==> config.mk <==
export PLATFORM = sky130hd
export DESIGN_NAME = multicycle_controller
export DESIGN_NICKNAME = d
export VERILOG_FILES = /design/src/rtl/multicycle_controller.sv
export SDC_FILE = /design/constraint.sdc
export NUM_CORES = 1
export LEC_CHECK = 0
export CAP_MARGIN = 5
export CORE_MARGIN = 1
export CORE_UTILIZATION = 30
export DETAILED_ROUTE_END_ITERATION = 10
export SLEW_MARGIN = 5
export SYNTH_ARGS = -nofsm -noshare
export SYNTH_HDL_FRONTEND = slang
export SYNTH_SLANG_ARGS = --single-unit
==> constraint.sdc <==
create_clock -name clk_i -period 3 [get_ports clk_i]
set_input_delay 0.45 -clock clk_i [delete_from_list [all_inputs] [get_ports clk_i]]
set_output_delay 0.45 -clock clk_i [all_outputs]
set_load 0.03 [all_outputs]
==> src/rtl/multicycle_controller.sv <==
// Multi-cycle control FSM for the rriscv core: sequences fetch/decode/execute/memory/writeback,
// raises illegal-instruction and handshake-timeout traps, and counts retired instructions.
module multicycle_controller #(
  parameter int unsigned TIMEOUT_CYCLES = 255
) (
  input  logic        clk_i,
  input  logic        rst_i,
  input  logic [6:0]  opcode_i,
  input  logic [6:0]  funct7_i,
  input  logic        dec_err_i,
  input  logic        alu_zero_i,
  input  logic        mem_ready_i,
  input  logic        mul_done_i,
  output logic        mem_req_o,
  output logic        mem_we_o,
  output logic        mem_addr_sel_o,
  output logic        ir_we_o,
  output logic        pc_we_o,
  output logic [1:0]  pc_sel_o,
  output logic        alu_src_b_o,
  output logic        rf_we_o,
  output logic [1:0]  wb_sel_o,
  output logic        mul_start_o,
  output logic        trap_o,
  output logic [1:0]  trap_cause_o,
  output logic [31:0] instret_o
);

  localparam logic [3:0] S_FETCH    = 4'd0;
  localparam logic [3:0] S_DECODE   = 4'd1;
  localparam logic [3:0] S_EXEC     = 4'd2;
  localparam logic [3:0] S_MEM      = 4'd3;
  localparam logic [3:0] S_WB       = 4'd4;
  localparam logic [3:0] S_MUL_WAIT = 4'd5;
  localparam logic [3:0] S_JUMP     = 4'd6;
  localparam logic [3:0] S_BRANCH   = 4'd7;
  localparam logic [3:0] S_TRAP     = 4'd8;

  localparam logic [6:0] OP_R   = 7'b0110011;
  localparam logic [6:0] OP_I   = 7'b0010011;
  localparam logic [6:0] OP_LW  = 7'b0000011;
  localparam logic [6:0] OP_SW  = 7'b0100011;
  localparam logic [6:0] OP_JAL = 7'b1101111;
  localparam logic [6:0] OP_BR  = 7'b1100011;
  localparam logic [6:0] F7_MUL = 7'b0000001;

  localparam logic [1:0] CAUSE_NONE    = 2'b00;
  localparam logic [1:0] CAUSE_ILLEGAL = 2'b01;
  localparam logic [1:0] CAUSE_MEM_TO  = 2'b10;
  localparam logic [1:0] CAUSE_MUL_TO  = 2'b11;

  // Last wait count still tolerated; a further miss on this count traps.
  localparam logic [15:0] TO_LAST = 16'(TIMEOUT_CYCLES - 1);

  logic [3:0]  state_q, state_d;
  logic [15:0] to_cnt_q, to_cnt_d;
  logic [31:0] instret_q, instret_d;
  logic [1:0]  cause_q, cause_d;
  logic        mul_iss_q, mul_iss_d;
  logic        waiting;

  logic is_r, is_mul, is_lw, is_sw;
  assign is_r   = (opcode_i == OP_R);
  assign is_mul = is_r && (funct7_i == F7_MUL);
  assign is_lw  = (opcode_i == OP_LW);
  assign is_sw  = (opcode_i == OP_SW);

  always_comb begin
    state_d = state_q;
    cause_d = cause_q;
    waiting = 1'b0;
    case (state_q)
      S_FETCH: begin
        if (mem_ready_i) state_d = S_DECODE;
        else             waiting = 1'b1;
      end
      S_DECODE: begin
        if (dec_err_i) begin
          state_d = S_TRAP;
          cause_d = CAUSE_ILLEGAL;
        end else begin
          case (opcode_i)
            OP_R:                state_d = is_mul ? S_MUL_WAIT : S_EXEC;
            OP_I, OP_LW, OP_SW:  state_d = S_EXEC;
            OP_JAL:              state_d = S_JUMP;
            OP_BR:               state_d = S_BRANCH;
            default: begin
              state_d = S_TRAP;
              cause_d = CAUSE_ILLEGAL;
            end
          endcase
        end
      end
      S_EXEC:   state_d = (is_lw || is_sw) ? S_MEM : S_WB;
      S_MEM: begin
        if (mem_ready_i) state_d = is_sw ? S_FETCH : S_WB;
        else             waiting = 1'b1;
      end
      S_MUL_WAIT: begin
        if (mul_done_i) state_d = S_WB;
        else            waiting = 1'b1;
      end
      S_WB, S_JUMP, S_BRANCH: state_d = S_FETCH;
      S_TRAP:   state_d = S_TRAP;
      default:  state_d = S_FETCH;
    endcase

    // A handshake arriving on the limit cycle clears 'waiting', so it wins over the trap.
    if (waiting && (to_cnt_q == TO_LAST)) begin
      state_d = S_TRAP;
      cause_d = (state_q == S_MUL_WAIT) ? CAUSE_MUL_TO : CAUSE_MEM_TO;
    end
  end

  always_comb begin
    if (state_d != state_q) to_cnt_d = '0;
    else if (waiting)       to_cnt_d = to_cnt_q + 16'd1;
    else                    to_cnt_d = to_cnt_q;
  end

  assign mul_iss_d = (state_q == S_MUL_WAIT) && (state_d == S_MUL_WAIT);
  assign instret_d = instret_q + {31'b0, pc_we_o};

  always_comb begin
    mem_req_o      = 1'b0;
    mem_we_o       = 1'b0;
    mem_addr_sel_o = 1'b0;
    ir_we_o        = 1'b0;
    pc_we_o        = 1'b0;
    pc_sel_o       = 2'b00;
    alu_src_b_o    = 1'b0;
    rf_we_o        = 1'b0;
    wb_sel_o       = 2'b00;
    mul_start_o    = 1'b0;
    case (state_q)
      S_FETCH: begin
        mem_req_o = 1'b1;
        ir_we_o   = mem_ready_i;
      end
      S_EXEC: alu_src_b_o = !is_r;
      S_MEM: begin
        mem_req_o      = 1'b1;
        mem_addr_sel_o = 1'b1;
        alu_src_b_o    = 1'b1;
        mem_we_o       = is_sw;
        pc_we_o        = is_sw && mem_ready_i;
      end
      S_WB: begin
        rf_we_o     = 1'b1;
        pc_we_o     = 1'b1;
        alu_src_b_o = !is_r;
        if (is_lw)       wb_sel_o = 2'b01;
        else if (is_mul) wb_sel_o = 2'b11;
        else             wb_sel_o = 2'b00;
      end
      S_MUL_WAIT: mul_start_o = !mul_iss_q;
      S_JUMP: begin
        rf_we_o  = 1'b1;
        wb_sel_o = 2'b10;
        pc_we_o  = 1'b1;
        pc_sel_o = 2'b10;
      end
      S_BRANCH: begin
        pc_we_o  = 1'b1;
        pc_sel_o = alu_zero_i ? 2'b00 : 2'b01;
      end
      default: ;
    endcase
  end

  assign trap_o       = (state_q == S_TRAP);
  assign trap_cause_o = cause_q;
  assign instret_o    = instret_q;

  always_ff @(posedge clk_i) begin
    if (rst_i) begin
      state_q   <= S_FETCH;
      to_cnt_q  <= '0;
      instret_q <= '0;
      cause_q   <= CAUSE_NONE;
      mul_iss_q <= 1'b0;
    end else begin
      state_q   <= state_d;
      to_cnt_q  <= to_cnt_d;
      instret_q <= instret_d;
      cause_q   <= cause_d;
      mul_iss_q <= mul_iss_d;
    end
  end

endmodule

==> reports/metrics.json, run 1 <==
{
  "route": {
    "dr_wl_cell_um": 12.9,
    "routed_wirelength_mm": 7.26,
    "first_iter_violations": 146,
    "drc_errors": 0,
    "drt.antenna.violating_nets": 0,
    "number_of_vias_in_the_routed_layout": 2701,
    "ratio_of_routed_vias_to_standard_cells": 4.80,
    "dr.pass1.iters": 4
  },
  "sta": {
    "achievable-frequency_ghz": 0.345,
    "timing_hold_violations_final": 0,
    "report.final.slew_viol_count": 0,
    "period_utilisation_layout_pct": 96.5,
    "finalCriticalPeriod_ns": 2.90,
    "fin_skew_ns": 0.0126,
    "setup_viol": 0,
    "transition_time_at_the_pin_with_the_least_slew_margin_ns": 0.584,
    "post_layout_worst_setup_margin_ns": 0.104,
    "grt_setup_unrepaired": "false",
    "maxSlewHeadroom_pct": 61.0,
    "setup_total_negative_slack_ns": 0
  },
  "synth": {
    "synth.net_count": 370,
    "synthesis.yosys.warnings": 0,
    "yosysUniqueCellTypes": 60,
    "syn_avg_cell_area_um2": 8.74,
    "synthTopCellsByArea": "sky130_fd_sc_hd__dfxtp_1 36%, sky130_fd_sc_hd__xor2_1 7.5%, sky130_fd_sc_hd__nor2_1 6.8%",
    "syn_area_mm2": 0.00302,
    "synth_commonest_cells": "55 x sky130_fd_sc_hd__dfxtp_1, 55 x sky130_fd_sc_hd__nor2_1, 26 x sky130_fd_sc_hd__xor2_1",
    "ys_ff_latch": 55,
    "post_synth_inst_count": 346,
    "post-synth-top-area-cell": "sky130_fd_sc_hd__dfxtp_1",
    "synth-edff-count": 0,
    "synth_top_area_share_pct": 36.4,
    "synth-seq-area-share_pct": 36.4,
    "postSynth.asyncResetShare_pct": 0,
    "synthFlopType": "sky130_fd_sc_hd__dfxtp_1"
  },
  "floorplanning": {
    "die-width_um": 102,
    "ios": 67,
    "fp.coreArea_mm2": 0.00977,
    "die-height_um": 102,
    "floorplan.initialDensity_pct": 30.9,
    "fp.dieArea_mm2": 0.0105,
    "placement_rows": 36
  },
  "cells_and_area": {
    "final_area_mm2": 0.00405,
    "nets": 453,
    "antenna-diode-count": 0,
    "relative_area_change_from_synthesis_to_final_layout_pct": 33.8,
    "drive_above_1_share_pct": 13.7
  },
  "grt": {
    "grt_remaining_overflow": 0,
    "first_global_vias": 2608,
    "global_route_wire_length_before_repair_mm": 12.3,
    "globalRouteTotalUtil_pct": 14.7,
    "maximum_number_of_pins_on_one_net_before_global_route_repair": 37,
    "antenna_found_initial": 0
  },
  "worst_setup_path": {
    "timing.critical_path.max_delay_family": "buffers and inverters",
    "crit_top_cell": "sky130_fd_sc_hd__clkdlybuf4s50_1",
    "critPathCaptureType": "primary output",
    "crit_arrival_ns": 2.45,
    "slowest_stage": "sky130_fd_sc_hd__clkdlybuf4s50_1",
    "maximum_net_fanout_on_the_critical_path": 4,
    "crit_cells": 6,
    "critical-path-max-stage-delay_ns": 0.72,
    "worst-path-buf-inv": 3,
    "worst-endpoint-required_ns": 2.55,
    "ordered_cell_list_for_the_critical_path": "clkdlybuf4s50_1 -> buf_4 -> and4bb_2 -> nand4_1 -> a21boi_0 -> clkdlybuf4s50_1",
    "setup.worst_path.start_class": "input port",
    "reg2reg_depth": 9,
    "setup.worst_path.class": "in2out"
  },
  "clock_network": {
    "clk_pin_slew_ns": 0.10,
    "cts.sinks": 55,
    "tritoncts.num_buffers": 5,
    "ctsRootBufferMaster": "sky130_fd_sc_hd__clkbuf_8",
    "postCtsSetupBuffers": 0,
    "cts_tree": "yes",
    "cts-root-to-sink-buffers": 2,
    "post_cts_resize_count": 0,
    "cts_h_tree_lvls": 2,
    "clk-insertion-delay-late_ns": 0.33,
    "cts_hold_buffers": 0
  },
  "placement": {
    "detailed_place.area_mm2": 0.00395,
    "io_buffer_count": 66,
    "detailedPlace.worstSlack_ns": -0.0227,
    "place.detailed.hpwl_mm": 5.50,
    "gpl.final_weighted_congestion": 0.854
  },
  "run_status": {
    "run_status": "complete, no violations"
  },
  "hold_path": {
    "worstHoldPathCells": 2,
    "hold_class": "reg2reg"
  },
  "power_and_ir_drop": {
    "power_density_mw_per_mm2": 335,
    "irDropWorstVdd_uv": 174,
    "fin_total_pwr_mw": 1.36,
    "p_leak_nw": 1.38
  },
  "job": {
    "max_cap_viol_count": 0
  }
}
[cell type report]
cell class                 instances  area [µm²]
fill                             989        5730
multi-input combinational        269        1830
timing repair buffer              88         821
clock inverter                     3        27.5
sequential                        55        1100
inverter                          10        37.5
tap                              133         166
clock buffer                       5        68.8
[power breakdown]
part | internal, mW | switching, mW
clock network | 0.174 | 0.267
registers | 0.735 | 0.0124
logic | 0.0782 | 0.0888
[logic make-up after synthesis]
family / share of synthesized area, %
xor gates and xnor gates: 12.7
AOI/OAI and AO/OA: 9.93
muxes: 0.703
and+or+nand+nor: 34.8
adders and majority gates: 1.66
buffers and inverters: 3.85
DFF: 36.4
[final timing paths]
kind	from	end	slack, ns
max	opcode_i[3]	wb_sel_o[1]	0.10
min	trap_cause_o[1]$_SDFFE_PP0P_	trap_cause_o[1]$_SDFFE_PP0P_	0.49
max reg2reg	state_q[0]$_SDFF_PP0_	instret_o[30]$_SDFF_PP0_	0.46
min reg2reg	trap_cause_o[1]$_SDFFE_PP0P_	trap_cause_o[1]$_SDFFE_PP0P_	0.49
[sequential cells by signal, summed over array words and instances, names as in the netlist]
| register | flops |
|---|---|
| instret_o | 32 |
| to_cnt_q | 16 |
| state_q | 4 |
| trap_cause_o | 2 |
| mul_iss_q | 1 |
[stage by stage]
step	instances	hold WS (ns)	util, %
floorplan	346	0.486	-
global placement	555	0.475	40.4
detailed placement	555	0.482	40.4
CTS	563	0.507	41.4
global route	563	0.542	41.4
finish	563	0.493	41.4
[metal layers]
metal | wire length (µm) | vias to the layer above | track usage (%)
met5 | 0 | - | 0
met4 | 65 | 0 | 3.41
met3 | 384 | 6 | 3.69
met2 | 3330 | 60 | 23.5
met1 | 3490 | 1257 | 19.7
li1 | - | 1378 | -
[cells in the final DEF, fill, tap and decap left out, types with 2 or more instances in the layout]
cell type	instances
sky130_fd_sc_hd__o21ai_0	6
sky130_fd_sc_hd__nand2_1	17
sky130_fd_sc_hd__o21a_1	2
sky130_fd_sc_hd__nor4b_2	2
sky130_fd_sc_hd__o31a_1	3
sky130_fd_sc_hd__dfxtp_1	55
sky130_fd_sc_hd__clkdlybuf4s50_1	64
sky130_fd_sc_hd__nor2_4	9
sky130_fd_sc_hd__nand4bb_1	3
sky130_fd_sc_hd__nor2_1	55
sky130_fd_sc_hd__a21oi_1	8
sky130_fd_sc_hd__nor2b_1	6
sky130_fd_sc_hd__or3_1	4
sky130_fd_sc_hd__nand3b_1	2
sky130_fd_sc_hd__clkbuf_8	5
sky130_fd_sc_hd__and3_1	11
sky130_fd_sc_hd__xnor2_1	16
sky130_fd_sc_hd__a31oi_1	2
sky130_fd_sc_hd__ha_1	4
sky130_fd_sc_hd__nor3_2	3
sky130_fd_sc_hd__buf_4	24
sky130_fd_sc_hd__nand2b_1	5
sky130_fd_sc_hd__inv_1	10
sky130_fd_sc_hd__nand4_1	10
sky130_fd_sc_hd__and4_1	5
sky130_fd_sc_hd__nor3_1	12
sky130_fd_sc_hd__xor2_1	26
sky130_fd_sc_hd__nand3_1	22
sky130_fd_sc_hd__and2_1	4
sky130_fd_sc_hd__a211oi_1	2
[worst min-delay path, stage by stage (launching register included)]
cell and delay [ns]:
sky130_fd_sc_hd__dfxtp_1 0.34, sky130_fd_sc_hd__a21oi_1 0.06, sky130_fd_sc_hd__nor2_1 0.06
Note: power is estimated with default switching activity, not from simulation.
==> run 2, diff against run 1 <==
Clock period 3 ns to 3.3 ns, I/O delays scaled along.
==> run 2 against run 1 <==
Hold slack improved by 0.032 ns. First-iteration DRC count shrank 18%. Critical path depth did not move. Critical endpoint is now pc_we_o. Largest cell class unchanged. Largest power group unchanged.
==> reports/metrics.json, run 2 (same netlist as run 1, synthesis figures left out) <==
{
  "cells_and_area": {
    "antenna-diode-count": 0,
    "relative_area_change_from_synthesis_to_final_layout_pct": 33.4,
    "flip_flop_count_of_the_largest_register_all_copies_and_words_added": 32,
    "drive_above_1_share_pct": 11.6,
    "layout.cells.most_common_list": "65 x sky130_fd_sc_hd__clkdlybuf4s50_1, 55 x sky130_fd_sc_hd__nor2_1, 55 x sky130_fd_sc_hd__dfxtp_1, 26 x sky130_fd_sc_hd__xor2_1, 22 x sky130_fd_sc_hd__nand3_1",
    "number_of_standard_cells_in_the_final_layout_excluding_fillers": 557,
    "nets": 447,
    "most_common_cell_after_layout_fill_and_taps_aside": "sky130_fd_sc_hd__clkdlybuf4s50_1"
  },
  "floorplanning": {
    "ios": 67,
    "floorplan.initialDensity_pct": 30.9,
    "die-width_um": 102,
    "placement_rows": 36,
    "die-height_um": 102,
    "fp.dieArea_mm2": 0.0105,
    "fp.coreArea_mm2": 0.00977
  },
  "placement": {
    "dpl.cell_count": 549,
    "io_buffer_count": 66,
    "place.detailed.hpwl_mm": 5.55,
    "gpl.final_weighted_congestion": 0.837
  },
  "grt": {
    "globalRouteTotalUtil_pct": 14.6,
    "maximum_number_of_pins_on_one_net_before_global_route_repair": 37,
    "grt_remaining_overflow": 0,
    "global_route_wire_length_before_repair_mm": 12.0,
    "antenna_found_initial": 0,
    "first_global_vias": 2514
  },
  "worst_setup_path": {
    "slowest_stage": "sky130_fd_sc_hd__clkdlybuf4s50_1",
    "crit_top_cell": "sky130_fd_sc_hd__clkdlybuf4s50_1",
    "crit_arrival_ns": 2.57,
    "ordered_cell_list_for_the_critical_path": "clkdlybuf4s50_1 -> nand4bb_1 -> nor3_1 -> a41oi_1 -> nor3_4 -> clkdlybuf4s50_1",
    "setup.worst_path.start_class": "input port",
    "critPathCaptureType": "primary output",
    "setup.worst_path.class": "in2out",
    "worst-endpoint-required_ns": 2.80,
    "maximum_net_fanout_on_the_critical_path": 2,
    "critical-path-max-stage-delay_ns": 0.71
  },
  "hold_path": {
    "hold_class": "reg2reg"
  },
  "route": {
    "dr_wl_cell_um": 13.3,
    "drc_errors": 0,
    "ratio_of_routed_vias_to_standard_cells": 4.83,
    "drt.antenna.violating_nets": 0,
    "dr.pass1.iters": 7,
    "first_iter_violations": 119,
    "routed_wirelength_mm": 7.41,
    "number_of_vias_in_the_routed_layout": 2690
  },
  "sta": {
    "finalCriticalPeriod_ns": 3.07,
    "setup_viol": 0,
    "achievable-frequency_ghz": 0.326,
    "fin_skew_ns": 0.00566,
    "transition_time_at_the_pin_with_the_least_slew_margin_ns": 0.615,
    "period_utilisation_layout_pct": 92.9,
    "setup_total_negative_slack_ns": 0,
    "report.final.slew_viol_count": 0,
    "timing_hold_violations_final": 0,
    "maxSlewHeadroom_pct": 59.0,
    "grt_setup_unrepaired": "false"
  },
  "power_and_ir_drop": {
    "p_leak_nw": 1.37,
    "power_density_mw_per_mm2": 335,
    "power_switching_mw": 0.313,
    "irDropWorstVdd_uv": 219,
    "clock_share_of_power_pct": 38.7,
    "share_seq_of_total_power_pct": 50.2,
    "switching_share_pct": 23.1,
    "power.combinational.fraction_pct": 11.1,
    "cellInternalPower_mw": 1.04
  },
  "clock_network": {
    "cts-root-to-sink-buffers": 2,
    "cts_h_tree_lvls": 2,
    "clk-insertion-delay-late_ns": 0.31,
    "postCtsSetupBuffers": 0,
    "post_cts_resize_count": 0,
    "tritoncts.num_buffers": 5,
    "ctsRootBufferMaster": "sky130_fd_sc_hd__clkbuf_8",
    "cts_tree": "yes",
    "cts.sinks": 55,
    "cts_hold_buffers": 0,
    "clk_pin_slew_ns": 0.09
  },
  "job": {
    "max_cap_viol_count": 0
  },
  "run_status": {
    "run_status": "complete, no violations"
  }
}
run 2: changes by cell type in the layout (fill, tap and decap cells not counted), sizes merged:
cell,previous run,this run
buf,24,17
clkinvlp,1,0
bufinv,0,2
clkdlybuf4s50,64,65
clkbuf,5,6
inv,12,10
run 2: layout make-up:
type | instances | area [µm²]
multi-input combinational | 269 | 1820
timing repair buffer | 82 | 778
clock inverter | 2 | 60.1
inverter | 10 | 37.5
fill | 976 | 5740
sequential | 55 | 1100
clock buffer | 6 | 72.6
tap | 133 | 166
run 2: power groups by stage:
| stage | logic, mW | registers [mW] | clock network [mW] |
|---|---|---|---|
| after CTS | 0.151 | 0.679 | 0.536 |
| after global routing | 0.164 | 0.680 | 0.568 |
| after floorplan | 0.0988 | 0.690 | 0 |
| after global placement | 0.149 | 0.694 | 0 |
| final | 0.150 | 0.679 | 0.524 |
| after detailed placement | 0.151 | 0.694 | 0 |
run 2: worst paths after layout:
check | startpoint | to | slack (ns) | cells after the start
min reg2reg | instret_o[16]$_SDFF_PP0_ | instret_o[16]$_SDFF_PP0_ | 0.53 | 2
min | instret_o[16]$_SDFF_PP0_ | instret_o[16]$_SDFF_PP0_ | 0.53 | 2
max | opcode_i[3] | pc_we_o | 0.23 | 6
max reg2reg | state_q[0]$_SDFF_PP0_ | instret_o[30]$_SDFF_PP0_ | 0.68 | 9
run 2: per-layer routing:
layer / wire length (µm) / GRT usage (%) / part of all wire, %
met1: 3600 / 20.3 / 49
met2: 3410 / 22.9 / 46
met3: 295 / 2.94 / 4.0
met4: 103 / 3.74 / 1.4
met5: 0 / 0 / 0
run 2: worst max-delay path: cells and delay by family:
family / cells / cell delay, ns
AOI/OAI and AO/OA: 1 / 0.24
buffers and inverters: 2 / 1.14
and+or+nand+nor: 3 / 0.69
run 2: metrics by stage:
step                      util [%]  hold WS [ns]  area, µm²  worst slack (ns)  power (mW)
final                         41.3         0.526       4030             0.235        1.35
after global routing          41.3         0.560       4030            0.0435        1.41
after CTS                     41.3         0.527       4030             0.208        1.37
after detailed placement      39.9         0.512       3900            0.0718       0.845
after global placement        39.9         0.503       3900             0.140       0.843
after floorplan                  -         0.486       3040            0.0963       0.788
